`src/rtl/clk_div_monitor.sv`:
```
// clk_div_monitor
//   Measures the period and high time of a divided clock (clk_in) in source
//   clock (clk) cycles. It checks both against parameterised limits and
//   reports a lock indication plus sticky error flags.
//
// Ports
//   clk        source clock; clk_in is sampled on its rising edge only
//   rst        synchronous, active-high reset
//   clk_in     divided clock under check
//   err_clr    clears period_err / high_err (a simultaneous set wins)
//   meas_valid one-cycle pulse when period_cnt / high_cnt are updated
//   period_cnt last measured period, in clk cycles
//   high_cnt   last measured high time, in clk cycles
//   locked     LOCK_N consecutive good periods, with no error since
//   period_err sticky: wrong period or timeout seen
//   high_err   sticky: high time outside [HIGH_MIN, HIGH_MAX] seen
module clk_div_monitor #(
  parameter int unsigned CNT_W       = 8,
  parameter int unsigned EXP_PERIOD  = 5,
  parameter int unsigned HIGH_MIN    = 2,
  parameter int unsigned HIGH_MAX    = 3,
  parameter int unsigned LOCK_N      = 4,
  parameter int unsigned SYNC_STAGES = 2
) (
  input  logic             clk,
  input  logic             rst,
  input  logic             clk_in,
  input  logic             err_clr,
  output logic             meas_valid,
  output logic [CNT_W-1:0] period_cnt,
  output logic [CNT_W-1:0] high_cnt,
  output logic             locked,
  output logic             period_err,
  output logic             high_err
);

  localparam int unsigned GR_W = (LOCK_N < 1) ? 1 : $clog2(LOCK_N + 1);

  localparam logic [CNT_W-1:0] EXP_C   = CNT_W'(EXP_PERIOD);
  localparam logic [CNT_W-1:0] HMIN_C  = CNT_W'(HIGH_MIN);
  localparam logic [CNT_W-1:0] HMAX_C  = CNT_W'(HIGH_MAX);
  localparam logic [CNT_W-1:0] CNT_MAX = {CNT_W{1'b1}};
  localparam logic [CNT_W-1:0] TO_LIM  = CNT_MAX - CNT_W'(1);
  localparam logic [GR_W-1:0]  LOCK_C  = GR_W'(LOCK_N);

  typedef enum logic {SEEK, MEASURE} state_t;

  state_t                 state;
  logic [SYNC_STAGES-1:0] sync;
  logic                   s;
  logic                   s_d;
  logic                   rise;
  logic [CNT_W-1:0]       cnt;
  logic [CNT_W-1:0]       hcnt;
  logic [GR_W-1:0]        good_run;
  logic [GR_W-1:0]        good_next;
  logic                   meas_ev;
  logic                   period_ok;
  logic                   high_ok;
  logic                   timeout;
  logic                   set_p;
  logic                   set_h;

  always_comb begin
    s         = sync[SYNC_STAGES-1];
    rise      = s & ~s_d;
    meas_ev   = (state == MEASURE) && rise;
    period_ok = (cnt == EXP_C);
    high_ok   = (hcnt >= HMIN_C) && (hcnt <= HMAX_C);
    good_next = (good_run == LOCK_C) ? good_run : good_run + GR_W'(1);
    // Fires on the edge where cnt would step to all-ones; a rise on that
    // same cycle takes priority and yields a normal measurement instead.
    timeout   = (state == MEASURE) && !rise && (cnt == TO_LIM);
    set_p     = (meas_ev && !period_ok) || timeout;
    set_h     = meas_ev && !high_ok;
  end

  always_ff @(posedge clk) begin
    if (rst) begin
      state      <= SEEK;
      sync       <= '0;
      s_d        <= 1'b0;
      cnt        <= '0;
      hcnt       <= '0;
      good_run   <= '0;
      meas_valid <= 1'b0;
      period_cnt <= '0;
      high_cnt   <= '0;
      locked     <= 1'b0;
      period_err <= 1'b0;
      high_err   <= 1'b0;
    end else begin
      sync[0] <= clk_in;
      for (int unsigned i = 1; i < SYNC_STAGES; i++) begin
        sync[i] <= sync[i-1];
      end
      s_d        <= s;
      meas_valid <= 1'b0;
      period_err <= (period_err & ~err_clr) | set_p;
      high_err   <= (high_err & ~err_clr) | set_h;

      unique case (state)
        SEEK: begin
          if (rise) begin
            cnt   <= CNT_W'(1);
            hcnt  <= CNT_W'(1);
            state <= MEASURE;
          end
        end
        MEASURE: begin
          if (rise) begin
            period_cnt <= cnt;
            high_cnt   <= hcnt;
            meas_valid <= 1'b1;
            cnt        <= CNT_W'(1);
            hcnt       <= CNT_W'(1);
            if (period_ok && high_ok) begin
              good_run <= good_next;
              locked   <= (good_next == LOCK_C);
            end else begin
              good_run <= '0;
              locked   <= 1'b0;
            end
          end else if (timeout) begin
            good_run <= '0;
            locked   <= 1'b0;
            state    <= SEEK;
          end else begin
            cnt <= cnt + CNT_W'(1);
            if (s && (hcnt != CNT_MAX)) begin
              hcnt <= hcnt + CNT_W'(1);
            end
          end
        end
        default: state <= SEEK;
      endcase
    end
  end

endmodule

```
`config.mk`:
```
export PLATFORM = sky130hd
export DESIGN_NAME = clk_div_monitor
export DESIGN_NICKNAME = d
export VERILOG_FILES = /design/src/rtl/clk_div_monitor.sv
export SDC_FILE = /design/constraint.sdc
export NUM_CORES = 1
export LEC_CHECK = 0
export CAP_MARGIN = 5
export CELL_PAD_IN_SITES_DETAIL_PLACEMENT = 1
export CELL_PAD_IN_SITES_GLOBAL_PLACEMENT = 2
export CORE_MARGIN = 4
export CORE_UTILIZATION = 35
export DETAILED_ROUTE_END_ITERATION = 10
export GPL_ROUTABILITY_DRIVEN = 0
export PLACE_DENSITY = 0.82
export SLEW_MARGIN = 20
export SYNTH_ARGS = -nofsm -noshare
export SYNTH_HDL_FRONTEND = slang
export SYNTH_SLANG_ARGS = --single-unit
```
`constraint.sdc`:
```
create_clock -name clk -period 4.7 [get_ports clk]
set_input_delay 1.175 -clock clk [delete_from_list [all_inputs] [get_ports clk]]
set_output_delay 1.175 -clock clk [all_outputs]
set_load 0.01 [all_outputs]
```
=== After elaboration in Yosys (flattened, before gate mapping) ===
Cells that the tools add are included.

* Register bits: 43
* Word-level logic and storage cells: 70
* Bits of input ports: 4
* Output and inout bits: 20

* $lt $le $gt $ge: 2
* Equal/unequal tests: 8
* Reductions and logical operators: 18
* Bitwise logic cells: 8
* Add/subtract/negate cells: 3
* Mux-type cells: 19

{| class="wikitable"
|+ Operators by type and width
! kind !! number
|-
| 8-bit two-way mux || 6
|-
| 8-bit one-hot mux with 2 select lines || 2
|-
| 8-bit by 1-bit adder with 8-bit output (second input constant) || 2
|-
| 3-bit two-way mux || 4
|-
| 8-bit by 3-bit equality test with 1-bit output (second input constant) || 1
|-
| 8-bit equality test (second input constant) || 1
|-
| 8-bit by 2-bit >= comparator with 1-bit output (second input constant) || 1
|-
| 8-bit by 2-bit <= comparator with 1-bit output (second input constant) || 1
|-
| 1-bit logical AND || 8
|-
| 8-bit != test (second input constant) || 1
|-
| 3-bit equality test (second input constant) || 2
|-
| 1-bit two-way mux || 6
|-
| 2-bit AND reduction || 3
|-
| 3-bit by 1-bit adder with 3-bit output (second input constant) || 1
|-
| 1-bit bitwise AND || 3
|-
| 1-bit logical NOT || 3
|-
| 3-bit by 1-bit != test with 1-bit output (second input constant) || 1
|-
| 3-bit != test (second input constant) || 1
|-
| 1-bit inverter || 3
|-
| 3-bit AND reduction || 1
|-
| 2-bit != test (second input constant) || 1
|-
| 1-bit OR || 2
|-
| 1-bit one-hot mux with 2 select lines || 1
|-
| 2-bit nonzero test || 1
|-
| other kinds (2) || 2
|}

=== Logic depth before layout (Yosys ltp) ===
Gate-level depths: netlist of run 1.

* Depth in word-level cells: 8
* Mapped depth: 7
* Mapped depth without buffers: 6

=== Least setup slack after synthesis of run 1 ===
No wires, ideal clock.

* Kind: input port to flip-flop
* Start: in rst
* End: reg hcnt[1]
* Buffers on the path: 1
* Arrival time: 2.049 ns
* Data required time: 4.641 ns
* Stages on the path: 4
* Path slack: 2.592 ns
* Library setup time: 0.059 ns
* Path through: nand2b_1 clkbuf_1 or4_1 nand2_1

{| class="wikitable"
|+ RTL lines
! what !! RTL line !! source
|-
| start, declared || 26 || <nowiki>input logic rst,</nowiki>
|-
| end signal, assigned || 131 || <nowiki>hcnt <= hcnt + CNT_W'(1);</nowiki>
|-
| end, declared || 54 || <nowiki>logic [CNT_W-1:0] hcnt;</nowiki>
|}

==> impl_summary.md, run 1 <==
Worst setup path
The capture instance of the worst register-to-register path is hcnt[4]. The number of cells on the worst reg-to-reg path is 5. By startpoint and endpoint, the worst setup path is classified as input pin to flip-flop. STA puts the critical path data required time at 4.95 ns. The start point of the critical path is rst. The setup slack of the worst register-to-register path is 2.62 ns. In this run the worst setup path terminates at hcnt[1].

The worst setup path is launched from an input pin. The kind of end point of the critical path is a flip-flop. In this run the worst path has a maximum fanout of 31. In this run the critical register-to-register path is launched from cnt[1].

Data on the critical path arrives at its endpoint at 2.84 ns.

Yosys
The post-synthesis instance area is 1980 µm². The number of warnings printed during yosys synthesis is 0. The sequential fraction of the synthesis area is 0.435. The most frequently used flop master after synthesis is dfxtp_1.

The synthesized netlist contains 43 unique library cells. The number of nets in the synthesized netlist is 251. A synthesized cell averages 8.25 µm². The async set or reset register ratio after synthesis is 0. The number of enable-type register cells in the synthesized netlist is 0. The post-synthesis sequential element count is 43. Synthesis produced a netlist whose cell count is 240.

Placed design
Input and output buffers added on the ports amount to 23. The wire-length estimate of the detail-placed layout is 3440 µm.

Floorplanning
The height of the chip is 83.2 µm. The total die area is 6920 µm². The number of top-level design ports is 24. The area of the core is 5510 µm². The floorplan has 27 rows. The initial utilization of the core area, before any placement, comes to 0.359.

The overall die width is 83.2 µm.

Timing
The slew at the pin closest to its max-slew limit is 0.916 ns. The final number of hold-violating endpoints is 0. Setup repair after global routing left no endpoint under its margin. The sum of negative setup slack is 0 ns. Setup violations remaining at the end of the flow were counted as 0. The final period utilization is 0.552. The worst-case headroom to the max-slew limit is 0.385. Timing would allow up to 0.386 GHz. The max-slew violation count is 0. Between clock sinks in the finished design, the worst skew comes to 0.00644 ns. The time the worst path needs with I/O delays and setup is 2.59 ns.

CTS
The number of gates given a new drive strength after cts is 0. TritonCTS built the clock tree. The clock passes through at most 2 buffers. CTS built an H-tree with a depth of 2. Buffers inserted to repair hold after CTS numbered 0. The clock sink count is 43. Buffers inserted during clock tree synthesis total 5. Clock tree synthesis selected as its root buffer the cell clkbuf_8. The insertion delay of the later-clocked pin in the worst-skew pair is 0.30 ns. The register clock-pin slew on the reported worst setup and hold paths is 0.08 ns. The post-CTS setup-driven buffer insertion count is 0.

Power and ir drop
For this design the ratio of total power to cell area is 267 nW/µm². The total leakage power is 0.803 nW. The worst-case vdd ir drop is 0.150 mV.

Final layout
The filler cell count is 662. The top cell types in the final layout, fill and taps aside, are nand2_1, dfxtp_1, a21oi_1. At the end of the flow the core is filled with cells to 0.420.

In the final design database the tool counted 266 nets. The number of inserted diodes is 0. The synthesis-to-finish area growth is 16.9%. The share of cells above drive strength 1 is 0.0315. The library cell used most frequently in the layout, excluding fill and tap cells, is nand2_1.

Global routing
The first global-routing pass estimated 8580 µm of wire. The maximum number of pins on one net before global-route repair is 32. Global routing finished with a remaining overflow of 0. For this run, the total global-route usage over all layers was measured as 0.152. The initial antenna violation count is 0. The via count of the first global-routing pass is 1,676.

Routing
The length of routed wiring on met1 is 2380 µm. The remaining antenna violation count is 0. The wire length per cell after detailed routing is 15.1 µm.

The routed wire length on met2 is 2320 µm. After detailed routing, the total wire length is 4930 µm. The via total after detailed routing is 1,716. The top routing layer in use is met4.

The initial DRC count is 77. The number of iterations in the first detailed-routing pass is 4. In the routed design, unresolved DRC markers number 0.

The detail-routed via count per cell is 5.26. The total length of routed met3 wires is 140 µm.

Worst hold path
The min-delay analysis places its worst path in the category flip-flop to flip-flop.

Status
The run finished with clean final reports.

Flow run
The number of max-cap violations is 0.
worst max-delay path: stages:
cell and delay (ns):
clkdlybuf4s50_1 0.40, buf_4 0.23, nand2b_1 0.36, or4_1 0.59, nand2_1 0.07
how the worst min path moves through the flow:
stage,from,to,slack (ns),cells after the start
after floorplan,sync[0],sync[1],0.41,1
after global placement,sync[0],sync[1],0.43,1
after detailed placement,sync[0],sync[1],0.43,1
after CTS,sync[0],sync[1],0.44,1
after global routing,sync[0],sync[1],0.46,1
final,sync[0],sync[1],0.44,1
power by group:
part,total [W],switching (W),internal [W]
logic,0.0000267,0.0000165,0.0000101
clock network,0.000218,0.000119,0.0000991
registers,0.000374,0.00000590,0.000368
cell type report:
class                           count  area (µm²)  area share
Multi-Input combinational cell    173        1020       0.442
Sequential cell                    43         861       0.372
Timing Repair Buffer               24         238       0.103
Tap cell                           72        90.1      0.0389
Clock buffer                        6        72.6      0.0314
Inverter                            8        30.0      0.0130
registers in the layout, summed over array words and instances (netlist names):
register    count
period_cnt      8
sync            2
hcnt            8
meas_valid      1
locked          1
period_err      1
cnt             8
high_err        1
high_cnt        8
good_run        3
state           1
s_d             1
layer usage:
metal | vias to the layer above | global-route usage
met5 | - | 0
met2 | 21 | 0.250
li1 | 866 | -
met3 | 9 | 0.0317
met4 | 0 | 0.0535
met1 | 820 | 0.195
Yosys cell counts (all sizes together) (2+ instances only):
library cell | count | area share
ha | 7 | 0.044
a31oi | 4 | 0.013
o211ai | 2 | 0.0076
nand2b | 7 | 0.022
nand2 | 48 | 0.091
nand4 | 6 | 0.022
xnor2 | 2 | 0.0089
dfxtp | 43 | 0.43
a311oi | 2 | 0.0089
clkbuf | 11 | 0.021
nor2 | 14 | 0.027
mux2i | 6 | 0.030
a32o | 2 | 0.010
inv | 8 | 0.015
o21ai | 4 | 0.010
or4 | 4 | 0.015
nand3 | 7 | 0.018
buf | 5 | 0.013
nor3 | 4 | 0.010
nor4 | 3 | 0.017
and3 | 4 | 0.013
nor2b | 5 | 0.016
a21oi | 24 | 0.061
a211oi | 2 | 0.0076
or3 | 3 | 0.0095
cells by family after synthesis:
kind of cell / count (synthesis) / share of synthesized area
AOI/OAI and AO/OA: 46 / 0.143
buffers and inverters: 24 / 0.0487
DFF: 43 / 0.435
and+or+nand+nor: 111 / 0.285
muxes: 6 / 0.0303
xor gates and xnor gates: 3 / 0.0133
adders and majority gates: 7 / 0.0442
metrics by stage:
step	hold slack, ns	setup WS (ns)	std cells	total power [W]	cell area (µm²)
6_report	0.439	2.11	326	0.000618	2310
5_1_grt	0.463	2.03	326	0.000651	2310
4_1_cts	0.442	2.11	326	0.000634	2310
3_5_place_dp	0.430	1.79	320	0.000409	2240
3_3_place_gp	0.427	1.80	320	0.000409	2240
2_1_floorplan	0.414	2.59	240	0.000399	1980
(Power assumes the default switching activity.)
==> run 2, diff against run 1 <==
CORE_UTILIZATION = 32   (was 35)
PLACE_DENSITY = 0.76   (was 0.82)
clock period = 2.65 ns   (was 4.7 ns; I/O delays follow)
==> run 2 against run 1 <==
Via count rose by 2.4%. Sequential power up 76%. Core utilization decreased by 2.1 points. Critical path depth stayed put. Sequential share of layout area down 0.96 points. Clock skew grew 0.0059 ns. Sequential cell count unchanged. Clock power grew 94%. Critical endpoint is now hcnt[5].
==> impl_summary.md, run 2 (synthesis gave the netlist of run 1 again) <==
Final layout
The share of cells above drive strength 1 is 0.0611 (+0.0296). The final layout net count was 272 (+2.3%). The library cells used most frequently in the layout, excluding fill and tap cells, are nand2_1, dfxtp_1, a21oi_1.

The most common library cell in the layout ignoring fill and taps is nand2_1. The synthesis-to-finish area growth is 20.0%. The number of inserted diodes is 0 (unchanged).

Routing
The via total after detailed routing is 1,758 (+2.4%). The number of iterations in the first detailed-routing pass was 6 (+2). The detail-routed via count per cell is 5.22 (-0.90%). The DRC violation count after routing is 0 (unchanged). The wire length per cell after detailed routing came to 15.8 µm (+4.2%). The total wire length came to 5310 µm (+7.8%). The initial DRC count is 91 (+18%). The remaining antenna violation count is 0 (unchanged).

Power and ir drop
The net switching power figure was 0.000280 W (+99%). The sequential power share is 0.578 (-0.026). The switching share of power came to 0.246 (+0.0176). The total leakage power was 0.837 nW (+4.3%). The part of the total power dissipated in the clock network is 0.370 (+0.018). The internal power is 0.000859 W (+80%). The logic gate share of total power is 0.052 (+0.009). The power density normalized to cell area is 480 nW/µm² (+80%).

The worst-case vdd ir drop is 0.260 mV (+73%).

Worst setup path
The data required time of the critical path came to 2.88 ns (-2.07 ns). The data arrival time of the critical path came to 2.36 ns (-0.48 ns). The type of element launching the critical path is a flip-flop. The critical setup path kind is flip-flop to flip-flop.

The kind of end point of the critical path is a flip-flop. The largest fanout of any net on the critical path is 15 (-52%).

CTS
The cts-stage hold buffer count came to 0 (unchanged). The largest buffer count on any clock path is 2 (unchanged). The total CTS buffers is 5 (unchanged).

The post-CTS setup-driven buffer insertion count came to 0 (unchanged). The clock sink count came to 43 (unchanged). The root buffer cell is clkbuf_8. The number of gates given a new drive strength after cts is 0 (unchanged). The insertion delay of the later-clocked pin in the worst-skew pair is 0.30 ns (about the same). The register clock-pin slew on the reported worst setup and hold paths is 0.09 ns (about the same). The number of H-tree branching levels is 2 (unchanged). The clock tree from TritonCTS is done.

Global routing
The overall track demand over capacity in global routing is 0.153 (+0.00107). The via count of the first global-routing pass came to 1,783 (+6.4%). The total congestion overflow is 0 (unchanged). The global-route wire length before repair came to 9100 µm (+6.0%).

The maximum number of pins on one net before global-route repair is 31 (-3.1%). The initial antenna violation count is 0 (unchanged).

Timing
The slew at the pin closest to its max-slew limit was 0.996 ns (+0.0799 ns). The post-layout worst setup margin is 0.522 ns (-1.59 ns). The final period utilization is 0.803. Based on the critical path, the design can be clocked at up to 0.470 GHz. The final number of hold-violating endpoints came to 0 (unchanged). The sum of negative setup slack is 0 ns (unchanged). The number of setup violations in the final report is 0 (unchanged).

Setup repair after global routing left no endpoint under its margin. The max-slew violation count is 0 (unchanged). The setup clock skew after layout is 0.0123 ns (+0.00586 ns). The worst-case headroom to the max-slew limit came to 0.332 (-0.0537).

The worst path needs 2.13 ns of the cycle, external delays included.

Status
The flow ran to the end, and the final reports show no timing, DRC or antenna violations.

Floorplanning
The overall die width is 86.7 µm (+4.1%). The number of top-level design ports is 24 (unchanged). The starting density of the core is 0.332 (-0.0271). The height of the chip is 86.7 µm (+4.1%).

The area of the core is 5960 µm² (+8.2%). The total die area is 7510 µm² (+8.5%). The placement row count is 28 (+3.7%).

Flow run
The number of max-cap violations is 0 (unchanged).

Worst hold path
The class of the tightest hold or removal check is flip-flop to flip-flop.

Placed design
The HPWL after detailed placement is 3860 µm (+12%). The minimum setup slack after placement is 0.453 ns (-1.34 ns). The quantity of I/O buffers inserted on ports is 23 (unchanged).
run 2: area by class of cell:
type	count	area (µm²)
clock inverters	2	12.5
repair buffers	30	283
fillers	738	3580
clock buffers	6	72.6
flip-flops and latches	43	861
multi-input cells	173	1020
inverters	8	30.0
well taps	75	93.8
run 2: per-layer routing:
metal	vias up	track usage	part of all wire
met2	36	0.245	0.47
met4	0	0.0382	0.010
met3	9	0.0314	0.040
met5	-	0	0
met1	838	0.209	0.48
li1	875	-	-
run 2: worst max-delay path: stages (launching register included):
cell     delay (ns)
dfxtp_1        0.42
ha_1           0.25
nand3_1        0.14
o21ai_1        0.80
or4_1          0.27
mux2i_1        0.19
run 2: power by group through the flow:
stage | Sequential, W | Combinational [W] | Clock (W)
4_1_cts | 0.000659 | 0.0000596 | 0.000442
2_1_floorplan | 0.000672 | 0.0000354 | 0
3_3_place_gp | 0.000674 | 0.0000587 | 0
3_5_place_dp | 0.000674 | 0.0000591 | 0
6_report | 0.000659 | 0.0000587 | 0.000422
5_1_grt | 0.000660 | 0.0000662 | 0.000466
run 2: worst paths after layout:
check                from      end  slack, ns  depth (start not counted)
setup / recovery   cnt[1]  hcnt[5]       0.52                          5
hold / removal    sync[0]  sync[1]       0.45                          1
setup reg to reg   cnt[1]  hcnt[5]       0.52                          5
hold reg to reg   sync[0]  sync[1]       0.45                          1
run 2: stage by stage:
| stage | cells | cell area [µm²] | hold slack, ns | total power, W | utilization |
|---|---|---|---|---|---|
| detailed placement | 329 | 2290 | 0.449 | 0.000733 | 0.384 |
| global route | 337 | 2370 | 0.479 | 0.00119 | 0.399 |
| CTS | 337 | 2370 | 0.464 | 0.00116 | 0.399 |
| global placement | 329 | 2290 | 0.429 | 0.000732 | 0.384 |
| finish | 337 | 2370 | 0.454 | 0.00114 | 0.399 |
| floorplan | 240 | 1980 | 0.414 | 0.000708 | - |
==> run 3, diff against run 2 <==
CORE_UTILIZATION = 29   (was 32)
PLACE_DENSITY = 0.73   (was 0.76)
clock period = 1.75 ns   (was 2.65 ns; I/O delays follow)
==> run 3 against run 2 <==
Routed wire length grew 2.3%. Die area grew 9.4%. Count of clock-buffer cells in the layout is the same. Clock power grew 51%. Critical path type unchanged. Final cell count grew 6.8%. Critical path depth is the same. First-iteration DRC count shrank 40%. Core utilization shrank 0.46 points.
==> impl_summary.md, run 3 (synthesis gave the netlist of run 1 again) <==
Status
The flow ran to the end, and the final reports show no timing, DRC or antenna violations.

Timing
The final period utilization was 0.952 (+0.149). The final number of hold-violating endpoints is 0 (unchanged). The time the worst path needs with I/O delays and setup came to 1.67 ns (-0.463 ns). The sum of negative setup slack is 0 ns (unchanged). Setup repair after global routing left no endpoint under its margin. The setup clock skew after layout is 0.0142 ns (+0.00187 ns).

The slew at the pin closest to its max-slew limit was 0.351 ns (-0.645 ns). The worst-case headroom to the max-slew limit is 0.764 (+0.433). The number of setup violations in the final report is 0 (unchanged).

The final hold slack is 0.454 ns (-0.000208 ns). The max-slew violation count came to 0 (unchanged). The fmax is 0.600 GHz (+28%).

Final layout
The multi-input gate area in the final layout came to 1040 µm² (+2.0%). The final design utilization was 0.394 (-0.00460). The share of cells above drive strength 1 is 0.155 (+0.0944).

The final layout net count was 293 (+7.7%). The top cell types in the final layout, fill and taps aside, are nand2_1, dfxtp_1, buf_4. The final instance area was 2560 µm² (+7.8%). The number of inserted diodes is 0 (unchanged). The most common library cell in the layout ignoring fill and taps is nand2_1. The synthesis-to-finish area growth is 29.3%. The filler cell count came to 792 (+7.3%). The register cell area after layout is 866 µm² (+0.58%).

Global routing
The via count of the first global-routing pass is 1,963 (+10%). The global-route wire length before repair is 9690 µm (+6.5%). The maximum number of pins on one net before global-route repair is 18 (-42%). The overall track demand over capacity in global routing is 0.145 (-0.00774). The initial antenna violation count came to 0 (unchanged). The total congestion overflow was 0 (unchanged).

Floorplanning
The number of top-level design ports was 24 (unchanged). The area of the core is 6490 µm² (+9.1%). The placement row count came to 29 (+3.6%). The starting density of the core is 0.305 (-0.0276).

The height of the chip is 90.6 µm (+4.6%). The overall die width is 90.6 µm (+4.6%). The total die area is 8210 µm² (+9.4%).

Worst hold path
The number of instances on the worst hold path is 2 (+1). The worst hold path belongs to the class flip-flop to flip-flop. The startpoint of the most critical hold path is high_cnt[3].

The path with the worst hold slack has its endpoint at high_cnt[3].

CTS
The insertion delay of the later-clocked pin in the worst-skew pair came to 0.30 ns (about the same). The clock tree from TritonCTS is done. The post-CTS setup-driven buffer insertion count is 0 (unchanged).

The total CTS buffers came to 5 (unchanged). The number of H-tree branching levels is 2 (unchanged). The largest buffer count on any clock path is 2 (unchanged). The root buffer cell is clkbuf_8.

The clock sink count is 43 (unchanged). The register clock-pin slew on the reported worst setup and hold paths is 0.09 ns (about the same).

Placed design
The HPWL after detailed placement is 4110 µm (+6.4%). The quantity of I/O buffers inserted on ports is 23 (unchanged). The standard cell area after detailed placement is 2450 µm² (+7.0%).

Worst setup path
The type of element launching the critical path is a flip-flop. The setup slack of the worst register-to-register path is 0.08 ns (-0.44 ns). The instance count on the critical path is 5 (unchanged). The kind of cell with the highest combined delay along the critical path is simple AND/OR/NAND/NOR gates. The number of cells on the worst reg-to-reg path is 5 (unchanged). The critical setup path kind is flip-flop to flip-flop. STA classifies the critical path endpoint as a flip-flop. The worst register-to-register path ends at hcnt[7].

The largest individual stage delay along the critical path comes from the cell or4b_4. Traced cell by cell, the critical path runs through ha_1, nand3_2, or4b_4, or3_1, a21oi_1. The data required time of the critical path is 1.98 ns (-0.90 ns).

The startpoint of the worst-slack reg-to-reg timing path is hcnt[0]. The largest fanout of any net on the critical path is 7 (-8). The largest incremental delay on the critical path is 0.46 ns (-0.34 ns). The number of buffers and inverters on the critical path is 0 (unchanged). The data arrival time of the critical path is 1.89 ns (-0.47 ns).

Routing
The DRC violation count after routing was 0 (unchanged). The number of iterations in the first detailed-routing pass was 4 (-2). The via total after detailed routing was 1,828 (+4.0%). The wire length per cell after detailed routing is 15.1 µm (-4.2%). The detail-routed via count per cell came to 5.08 (-2.7%).

The total wire length is 5430 µm (+2.3%). The remaining antenna violation count is 0 (unchanged). The initial DRC count is 55 (-40%).

Power and ir drop
The worst-case vdd ir drop is 0.288 mV (+11%). The total design power came to 0.00174 W (+53%). The power density normalized to cell area is 680 nW/µm² (+42%). The total leakage power is 0.946 nW (+13%).

Flow run
The number of max-cap violations is 0 (unchanged).
run 3: tightest hold or removal path: stages (launching register included):
cell and delay [ns]:
dfxtp_1 0.31, nand2_1 0.05, a21oi_1 0.05
run 3: area by class of cell:
cell class / instances / share of cell area
clock buffers: 6 / 0.0283
repair buffers: 51 / 0.172
well taps: 77 / 0.0376
multi-input cells: 173 / 0.407
inverters: 8 / 0.0117
flip-flops and latches: 43 / 0.338
clock inverters: 2 / 0.00489
run 3: worst max-delay path by stage:
stage	start	to	slack (ns)
2_1_floorplan	cnt[0]	hcnt[5]	0.08
3_3_place_gp	rst	hcnt[1]	0.09
3_5_place_dp	hcnt[0]	hcnt[0]	0.05
4_1_cts	hcnt[0]	hcnt[0]	0.03
5_1_grt	hcnt[0]	hcnt[7]	0.005
6_report	hcnt[0]	hcnt[7]	0.08
run 3: per-stage QoR:
| step | cells | worst slack [ns] |
|---|---|---|
| after floorplan | 240 | 0.0773 |
| after global placement | 352 | 0.0928 |
| after detailed placement | 352 | 0.0473 |
| after CTS | 360 | 0.0288 |
| after global routing | 360 | 0.00525 |
| final | 360 | 0.0846 |
run 3: repair_timing:
action                                 in CTS  in global routing
setup endpoints to repair                   0                  9
resized for setup                           0                  9
hold buffers                                0                  0
endpoints found under the hold margin       0                  0
run 3: routing by layer:
layer	wire length, µm	track usage	vias to the layer above
met5	0	0	-
met2	2600	0.241	23
li1	-	-	912
met4	72	0.0446	0
met1	2610	0.185	889
met3	144	0.0333	4
run 3: power by group:
part | switching, W | internal, W | leakage (nW)
logic | 0.0000569 | 0.0000486 | 0.557
registers | 0.00000969 | 0.000987 | 0.349
clock network | 0.000359 | 0.000280 | 0.0412
